$ cat src/rtl/car_alarm_multizone.sv
// Multi-zone car alarm: arming/entry/alarm sequencing, status LED and an
// immobiliser-style fuel-pump interlock. All outputs are registered.
module car_alarm_multizone #(
  parameter int N_DOORS     = 4,
  parameter int DRIVER_IDX  = 0,
  parameter int T_ARM       = 6,
  parameter int T_DRIVER    = 8,
  parameter int T_PASSENGER = 15,
  parameter int T_SIREN     = 10,
  parameter int BLINK_W     = 2,
  parameter int CNT_W       = 5
) (
  input  logic               clk,
  input  logic               rst_n,
  input  logic [N_DOORS-1:0] door_sw,
  input  logic [N_DOORS-1:0] door_mask,
  input  logic               ignition_sw,
  input  logic               hidden_sw,
  input  logic               brake_sw,
  input  logic               panic,
  output logic               system_arm,
  output logic               siren,
  output logic               led,
  output logic               fuel_pump_power,
  output logic [N_DOORS-1:0] trigger_zone
);

  localparam logic [2:0] S_DISARMED   = 3'd0;
  localparam logic [2:0] S_WAIT_OPEN  = 3'd1;
  localparam logic [2:0] S_WAIT_CLOSE = 3'd2;
  localparam logic [2:0] S_ARM_DELAY  = 3'd3;
  localparam logic [2:0] S_ARMED      = 3'd4;
  localparam logic [2:0] S_ENTRY      = 3'd5;
  localparam logic [2:0] S_ALARM      = 3'd6;

  localparam logic [1:0] F_OFF   = 2'd0;
  localparam logic [1:0] F_CRANK = 2'd1;
  localparam logic [1:0] F_RUN   = 2'd2;

  localparam logic [CNT_W-1:0] CNT_ONE    = CNT_W'(1);
  localparam logic [CNT_W-1:0] ARM_LAST   = CNT_W'(T_ARM - 1);
  localparam logic [CNT_W-1:0] DRV_LAST   = CNT_W'(T_DRIVER - 1);
  localparam logic [CNT_W-1:0] PAS_LAST   = CNT_W'(T_PASSENGER - 1);
  localparam logic [CNT_W-1:0] SIREN_LAST = CNT_W'(T_SIREN - 1);

  logic [2:0]         state, state_nx;
  logic [1:0]         fuel_state, fuel_nx;
  logic [CNT_W-1:0]   cnt, cnt_nx;
  logic               dsel, dsel_nx;
  logic [N_DOORS-1:0] zone_nx;
  logic [BLINK_W-1:0] blink_cnt, blink_nx;
  logic [N_DOORS-1:0] open_zones;
  logic               open_any;
  logic               drv_open;
  logic [CNT_W-1:0]   entry_last;
  logic               led_nx;

  // Bypassed zones look closed, so a mask change acts in the same cycle.
  assign open_zones = door_sw & ~door_mask;
  assign open_any   = |open_zones;
  assign drv_open   = open_zones[DRIVER_IDX];
  assign entry_last = dsel ? DRV_LAST : PAS_LAST;
  assign blink_nx   = blink_cnt + BLINK_W'(1);

  // NOTE: every variable gets a default first, so no path leaves one
  // unassigned and no latch is inferred.
  always_comb begin
    state_nx = state;
    cnt_nx   = cnt;
    dsel_nx  = dsel;
    zone_nx  = trigger_zone;

    if (ignition_sw && state != S_ALARM) begin
      state_nx = S_DISARMED;
      cnt_nx   = '0;
      dsel_nx  = 1'b0;
      zone_nx  = '0;
    end else begin
      case (state)
        S_DISARMED: state_nx = S_WAIT_OPEN;

        S_WAIT_OPEN: begin
          if (open_any) state_nx = S_WAIT_CLOSE;
        end

        S_WAIT_CLOSE: begin
          if (!open_any) begin
            state_nx = S_ARM_DELAY;
            cnt_nx   = CNT_ONE;
          end
        end

        S_ARM_DELAY: begin
          if (open_any) begin
            state_nx = S_WAIT_CLOSE;
            cnt_nx   = '0;
          end else if (cnt == ARM_LAST) begin
            state_nx = S_ARMED;
            cnt_nx   = '0;
            zone_nx  = '0;
          end else begin
            cnt_nx = cnt + CNT_ONE;
          end
        end

        S_ARMED: begin
          if (panic) begin
            state_nx = S_ALARM;
            cnt_nx   = '0;
            zone_nx  = open_zones;
          end else if (open_any) begin
            state_nx = S_ENTRY;
            cnt_nx   = CNT_ONE;
            zone_nx  = open_zones;
            dsel_nx  = drv_open;
          end
        end

        S_ENTRY: begin
          zone_nx = trigger_zone | open_zones;
          if (panic) begin
            state_nx = S_ALARM;
            cnt_nx   = '0;
          end else if (dsel && !open_any) begin
            // Driver closing the door inside the delay counts as a valid entry.
            state_nx = S_ARMED;
            cnt_nx   = '0;
            zone_nx  = '0;
          end else if (cnt == entry_last) begin
            cnt_nx = '0;
            if (open_any) begin
              state_nx = S_ALARM;
            end else begin
              state_nx = S_ARMED;
              zone_nx  = '0;
            end
          end else begin
            cnt_nx = cnt + CNT_ONE;
          end
        end

        S_ALARM: begin
          zone_nx = trigger_zone | open_zones;
          if (ignition_sw && hidden_sw) begin
            state_nx = S_DISARMED;
            cnt_nx   = '0;
            zone_nx  = '0;
          end else if (open_any) begin
            cnt_nx = '0;
          end else if (cnt == SIREN_LAST) begin
            state_nx = S_ARMED;
            cnt_nx   = '0;
            zone_nx  = '0;
          end else begin
            cnt_nx = cnt + CNT_ONE;
          end
        end

        default: begin
          state_nx = S_DISARMED;
          cnt_nx   = '0;
          zone_nx  = '0;
        end
      endcase
    end
  end

  always_comb begin
    fuel_nx = fuel_state;
    case (fuel_state)
      F_OFF: begin
        if (ignition_sw) fuel_nx = F_CRANK;
      end
      F_CRANK: begin
        if (!ignition_sw)                fuel_nx = F_OFF;
        else if (brake_sw && hidden_sw)  fuel_nx = F_RUN;
      end
      F_RUN: begin
        if (!ignition_sw) fuel_nx = F_OFF;
      end
      default: fuel_nx = F_OFF;
    endcase
  end

  always_comb begin
    led_nx = 1'b0;
    case (state_nx)
      S_ARM_DELAY, S_ALARM: led_nx = 1'b1;
      S_ARMED, S_ENTRY:     led_nx = blink_nx[BLINK_W-1];
      default:              led_nx = 1'b0;
    endcase
  end

  // NOTE: state is updated with non-blocking assignments so every register
  // samples the pre-edge values, independent of statement order.
  always_ff @(posedge clk or negedge rst_n) begin
    if (!rst_n) begin
      state           <= S_DISARMED;
      fuel_state      <= F_OFF;
      cnt             <= '0;
      dsel            <= 1'b0;
      blink_cnt       <= '0;
      trigger_zone    <= '0;
      system_arm      <= 1'b0;
      siren           <= 1'b0;
      led             <= 1'b0;
      fuel_pump_power <= 1'b0;
    end else begin
      state           <= state_nx;
      fuel_state      <= fuel_nx;
      cnt             <= cnt_nx;
      dsel            <= dsel_nx;
      blink_cnt       <= blink_nx;
      trigger_zone    <= zone_nx;
      system_arm      <= (state_nx == S_ARMED) || (state_nx == S_ENTRY) ||
                         (state_nx == S_ALARM);
      siren           <= (state_nx == S_ALARM);
      led             <= led_nx;
      // The fuel FSM keeps running underneath; only the pump drive is gated.
      fuel_pump_power <= (fuel_nx == F_RUN) && (state_nx != S_ALARM);
    end
  end

endmodule

$ cat config.mk
export PLATFORM = sky130hd
export DESIGN_NAME = car_alarm_multizone
export DESIGN_NICKNAME = d
export VERILOG_FILES = /design/src/rtl/car_alarm_multizone.sv
export SDC_FILE = /design/constraint.sdc
export NUM_CORES = 1
export LEC_CHECK = 0
export CORE_MARGIN = 10
export CORE_UTILIZATION = 37
export CTS_CLUSTER_SIZE = 24
export DETAILED_ROUTE_END_ITERATION = 10
export SETUP_SLACK_MARGIN = 0.4
export SYNTH_ARGS = -nofsm -noshare
export SYNTH_HDL_FRONTEND = slang
export SYNTH_SLANG_ARGS = --single-unit
$ cat constraint.sdc
create_clock -name clk -period 1.9 [get_ports clk]
set_input_delay 0.285 -clock clk [delete_from_list [all_inputs] [get_ports clk]]
set_output_delay 0.285 -clock clk [all_outputs]
set_load 0.1 [all_outputs]
Yosys cells after proc, flatten, opt, wreduce, memory -nomap -nowiden
Cells that the tools add are included.
- bits in registers: 21
- input bits: 14
- output and inout bits: 8
- word-level logic and storage cells: 112
- reduce and logical (&&, ||, !) cells: 20
- bitwise logic cells: 3
- eq/ne operators: 25
- $add $sub $neg: 2
- multiplexer cells: 52
- operators by type and width (operator ; count):
    5-bit two-way mux ; 12
    4-bit two-way mux ; 13
    3-bit two-way mux ; 13
    5-bit case mux with 6 select lines ; 1
    3-bit case mux with 7 select lines ; 1
    4-bit case mux with 5 select lines ; 1
    3-bit == test (second input constant) ; 6
    3-bit != test (second input constant) ; 5
    2-bit two-way mux ; 5
    3-bit by 2-bit == test with 1-bit output (second input constant) ; 3
    2-bit by 1-bit != test with 1-bit output (second input constant) ; 3
    2-bit case mux with 3 select lines ; 1
    3-bit AND reduction ; 2
    2-bit OR reduction ; 3
    5-bit by 1-bit adder with 5-bit output (second input constant) ; 1
    5-bit by 3-bit == test with 1-bit output (second input constant) ; 1
    5-bit by 4-bit == test with 1-bit output ; 1
    5-bit by 4-bit == test with 1-bit output (second input constant) ; 1
    1-bit logical AND ; 5
    4-bit AND ; 1
    2-bit == test (second input constant) ; 2
    1-bit two-way mux ; 4
    4-bit != test (second input constant) ; 1
    4-bit inverter ; 1
    13 further kinds ; 15

Depth between registers and ports, before layout
- depth after elaboration: 12
- depth in mapped cells: 8
- depth with buffers taken out: 8

Worst setup path before layout
No wires, ideal clock.
- path type: reg2reg
- from: register cnt[0]
- to: register cnt[4]
- slack: 0.019 ns
- arrival time: 1.757 ns
- setup time: 0.124 ns
- cell stages (with the launch flop): 8
- data required time: 1.776 ns
- period minus slack after synthesis: 1.881 ns
- cell sequence: dfrtp_1 ha_1 nor4bb_1 nor3_1 o21ai_0 a21o_2 nor3_1 a211o_1
- word-level cells in the longest chain between the ends: 6
- elaborated cells between the ends (all ways): 14
- those cells by class: add/sub: 1; eq/ne: 3; mux: 10
- RTL lines (item ; line ; source):
    from (decl) ; 48 ; logic [CNT_W-1:0] cnt, cnt_nx;
    from (signal assigned) ; 211 ; cnt <= cnt_nx;
    5-bit by 1-bit adder with 5-bit output, or another cell as far along ; 102, 138, 155 ;
    5-bit two-way mux (on tied branches) ; 150, 129 ;
    5-bit two-way mux (on tied branches) ; 148, 124 ;
    5-bit two-way mux (on tied branches) ; 144, 121 ;
    5-bit case mux with 6 select lines (*) ; 79 ; case (state)
    5-bit two-way mux (*) ; 73 ; if (ignition_sw && state != S_ALARM) begin
Mark *: on every way between the ends. The rest lies on a longest branch, timed or not.
A chain may end at the register's enable or synchronous reset.

Final worst setup path
- from: register cnt[0]
- to: register fuel_pump_power
- word-level cells in the longest chain between the ends: 8
- elaborated cells between the ends (all ways): 15
- those cells by class: eq/ne: 4; mux: 10; reduce/logical: 1
- RTL lines (item ; line ; source):
    5-bit by 4-bit == test with 1-bit output (on tied branches) ; 150, 129 ;
    3-bit two-way mux (on tied branches) ; 150, 129 ;
    3-bit two-way mux (on tied branches) ; 148, 124 ;
    3-bit two-way mux (on tied branches) ; 144, 121 ;
    3-bit case mux with 7 select lines (*) ; 79 ;
    3-bit two-way mux (*) ; 73 ;
    3-bit != test (*) ; 220 ; fuel_pump_power <= (fuel_nx == F_RUN) && (state_nx != S_ALARM);
    1-bit logical AND (*) ; 220 ;
    to (signal assigned) ; 220 ;
    to (decl) ; 24 ; output logic fuel_pump_power,
Marks and branches as above.

==> key figures <==
Die
  – Die Wd: slightly below 80 um
  – # IOs: 22
  – Die height: 78.8 um
  – Die ar.: around 6200 um^2
  – Row count: 21
  – Core ar.: 3340 um^2
  – Initial Utilization: 0.383

Timing
  – F_max: between 0.5 and 0.6 GHz
  – Unrepaired setup endpoints after global routing: yes
  – Slew headroom: 0.792
  – Setup WS post-layout: about 0.011 ns
  – Slew Viols, Final: 0
  – Setup Skew: slightly above 0.005 ns
  – Worst-Margin Slew: approximately 0.31 ns
  – Final setup fails: 0
  – Tcrit/Tclk final: 0.994
  – Minimum clock period after layout: about 1.9 ns
  – Final Hold Slack: around 0.3 ns
  – Final-report hold violation count: 0

Power and ir drop
  – Pint: between 0.0006 and 0.0007 W
  – Switching power total: 0.000304 W
  – Final Power: a little under 0.001 W
  – Logic pwr share: 0.281
  – Clock power share: 0.232
  – Sequential Power Share: 0.487
  – PwrDens: 486 nW/um^2
  – VDD IR-drop max: around 0.27 mV
  – Leakage: slightly below 0.9 nW
  – Net Sw Frac: 0.314

Drt
  – Routed Antenna Nets: 0
  – DRC: 0
  – 1st-iter DRT viols: a little under 70
  – DR pass1 iterations: 4
  – Final WL: around 3.8 mm
  – DR vias: ~1300
  – Avg Vias per Cell: between 5 and 6
  – Drt wl/cell: between 15 and 20 um

Final layout
  – Area used by multi-input combinational logic: between 800 and 900 um^2
  – Fill count: 303
  – Design area: slightly below 2000 um^2
  – Fin nets: about 210
  – Ant. Diodes: 0
  – Register area: around 530 um^2
  – Final core utilization: 0.596
  – P&R area growth vs syn: 55.6%
  – Layout cells sized above 1: 0.433

Clock tree
  – Worst-Skew Late Latency: slightly above 0.3 ns
  – Root buf cell: clkbuf_4
  – Reg clk slew, reported paths: 0.12 ns
  – CTS H-tree depth: 1
  – CTS Buf Count: 3
  – CTS Hold Bufs: 0
  – CTS tree: built
  – Clock Path Buffers: 2
  – # clock sinks: 21

Setup path
  – Arrival time at the worst endpoint: approximately 2.1 ns
  – Critical path buffer and inverter count: 1
  – CP Capture Type: flop
  – Cells along the critical path: or3b_1 -> a211o_1 -> o21ai_1 -> a21o_1 -> a21oi_1 -> buf_4 -> o21a_1
  – Critical Path Start Type: flop
  – Critical path depth in cells: 7
  – CP max FO: 4
  – CP top delay family: compound AO/OA/AOI/OAI gates
  – Reg2reg path depth: 7
  – Slowest cell on crit path: dfrtp_1
  – Max incr delay on CP: 0.44 ns
  – Setup Crit Path Kind: reg -> reg
  – Data required, critical path: roughly 2.1 ns

Placement
  – # port buffers: 21
  – Placed inst area: approximately 1800 um^2
  – DP HPWL: 2.83 mm
  – GPL Wtd Cong: 0.818
  – Place WS: -0.435 ns

Synth
  – Library cells used by synthesis: 46
  – Synth Area per Inst: between 9 and 10 um^2
  – Syn Std Cell Area: between 1000 and 1500 um^2
  – Synth warnings: 0
  – Cell count after synthesis: about 140
  – Fraction of registers with async set/reset: 1.00
  – Post-synth EDFFs: 0
  – Seq cells post-synth: 21
  – Net Count, Synth: 151
  – Synth Flop Type: dfrtp_1
  – Seq/Total Area, Yosys: 0.411

Hold path
  – Type of the worst min-delay path: in -> async

Run
  – Max-Cap Viols: 0

Global routing
  – Largest net degree at the start of global routing: 22
  – Grt ovf: 0
  – Global-route wire length before repair: about 6.1 mm
  – GRT Total Usage: 0.124
  – Vias in the first global route: between 1000 and 1500
  – Antenna violations before repair: 0

Run status
  – Status: complete, no violations
[path summary, 6_finish.rpt]
check / slack, ns / end / startpoint
worst max-delay path: 0.01 / fuel_pump_power / cnt[0]
worst min-delay path: 0.31 / led / rst_n
worst max register to register: 0.01 / fuel_pump_power / cnt[0]
worst min register to register: 0.45 / blink_cnt[0] / blink_cnt[0]
max in group asynchronous: 1.36 / cnt[3] / rst_n
min in group clk: 0.45 / blink_cnt[0] / blink_cnt[0]
[flip-flops by register name, summed over array words and instances, names as in the netlist, 2 cells and up]
register      count
cnt               5
trigger_zone      4
state             3
blink_cnt         2
fuel_state        2
[cell usage after synthesis (2+ instances only)]
cell | number | area share
nand3b_1 | 2 | 0.012
a211o_1 | 3 | 0.021
nor3_1 | 7 | 0.027
o21a_1 | 2 | 0.012
a22oi_1 | 2 | 0.012
nand3_1 | 3 | 0.012
dfrtp_1 | 21 | 0.41
nor4bb_1 | 2 | 0.016
nand2_1 | 11 | 0.032
nor2_1 | 11 | 0.032
nand2b_1 | 2 | 0.0098
a21oi_1 | 9 | 0.035
a311oi_1 | 2 | 0.014
clkbuf_1 | 3 | 0.0088
nor3b_1 | 3 | 0.018
o21ai_0 | 6 | 0.024
xor2_1 | 2 | 0.014
inv_1 | 5 | 0.015
a21o_1 | 2 | 0.012
ha_1 | 2 | 0.020
nor2b_1 | 7 | 0.034
a32o_1 | 4 | 0.031
[area by class of cell]
cell class	instances	share of cell area
clock buffer	4	0.0132
inverter	6	0.0113
multi-input combinational	104	0.440
sequential	21	0.266
tap	46	0.0289
timing repair buffer	59	0.241
[metrics by stage]
stage	cells	setup TNS, ns
after floorplan	135	0
after global placement	229	-4.59
after detailed placement	229	-4.83
after CTS	238	0
after global routing	240	-0.896
final	240	0
[power by group through the flow]
stage	clock network (W)	registers (W)	logic, W
floorplan	0	0.000507	0.000102
global placement	0	0.000478	0.000243
detailed placement	0	0.000479	0.000248
CTS	0.000232	0.000470	0.000254
global route	0.000250	0.000472	0.000295
finish	0.000224	0.000470	0.000272
[cell families after synthesis]
kind of cell | count (synthesis) | synth area share
xor+xnor | 2 | 0.0137
mux | 2 | 0.0167
compound gates | 41 | 0.247
flops | 21 | 0.411
simple gates | 57 | 0.257
buf+inv | 10 | 0.0353
fa+ha+maj | 2 | 0.0196
[cell usage in the layout (no fill, tap or decap), types with 2 or more instances in the layout]
cell / count
clkbuf_4: 3
a22oi_1: 2
nor3_1: 5
xor2_1: 2
dfrtp_1: 19
buf_6: 3
clkdlybuf4s50_1: 7
nor2b_1: 5
nor2b_4: 3
dfrtp_2: 2
nor2_4: 2
inv_1: 5
nand3b_1: 2
a32o_1: 3
a21o_1: 2
o21ai_2: 3
a211o_1: 3
nand2_1: 11
nor2_1: 8
a21oi_1: 7
o21ai_1: 2
nand3_1: 3
nor3b_2: 2
buf_4: 43
dlygate4sd2_1: 6
o21a_1: 2
[routing by layer]
metal / vias up / track usage / wire length (um)
met1: 628 / 0.140 / 1650
met5: - / 0 / 0
li1: 620 / - / -
met2: 24 / 0.222 / 2020
met3: 4 / 0.0225 / 110
met4: 0 / 0.0538 / 49
[repair_timing]
action	CTS	global route
buffers inserted	5	2
endpoints found under the setup margin	16	17
pin swaps	18	17
gates cloned	0	0
resized for setup	21	20
(Power assumes the default switching activity.)
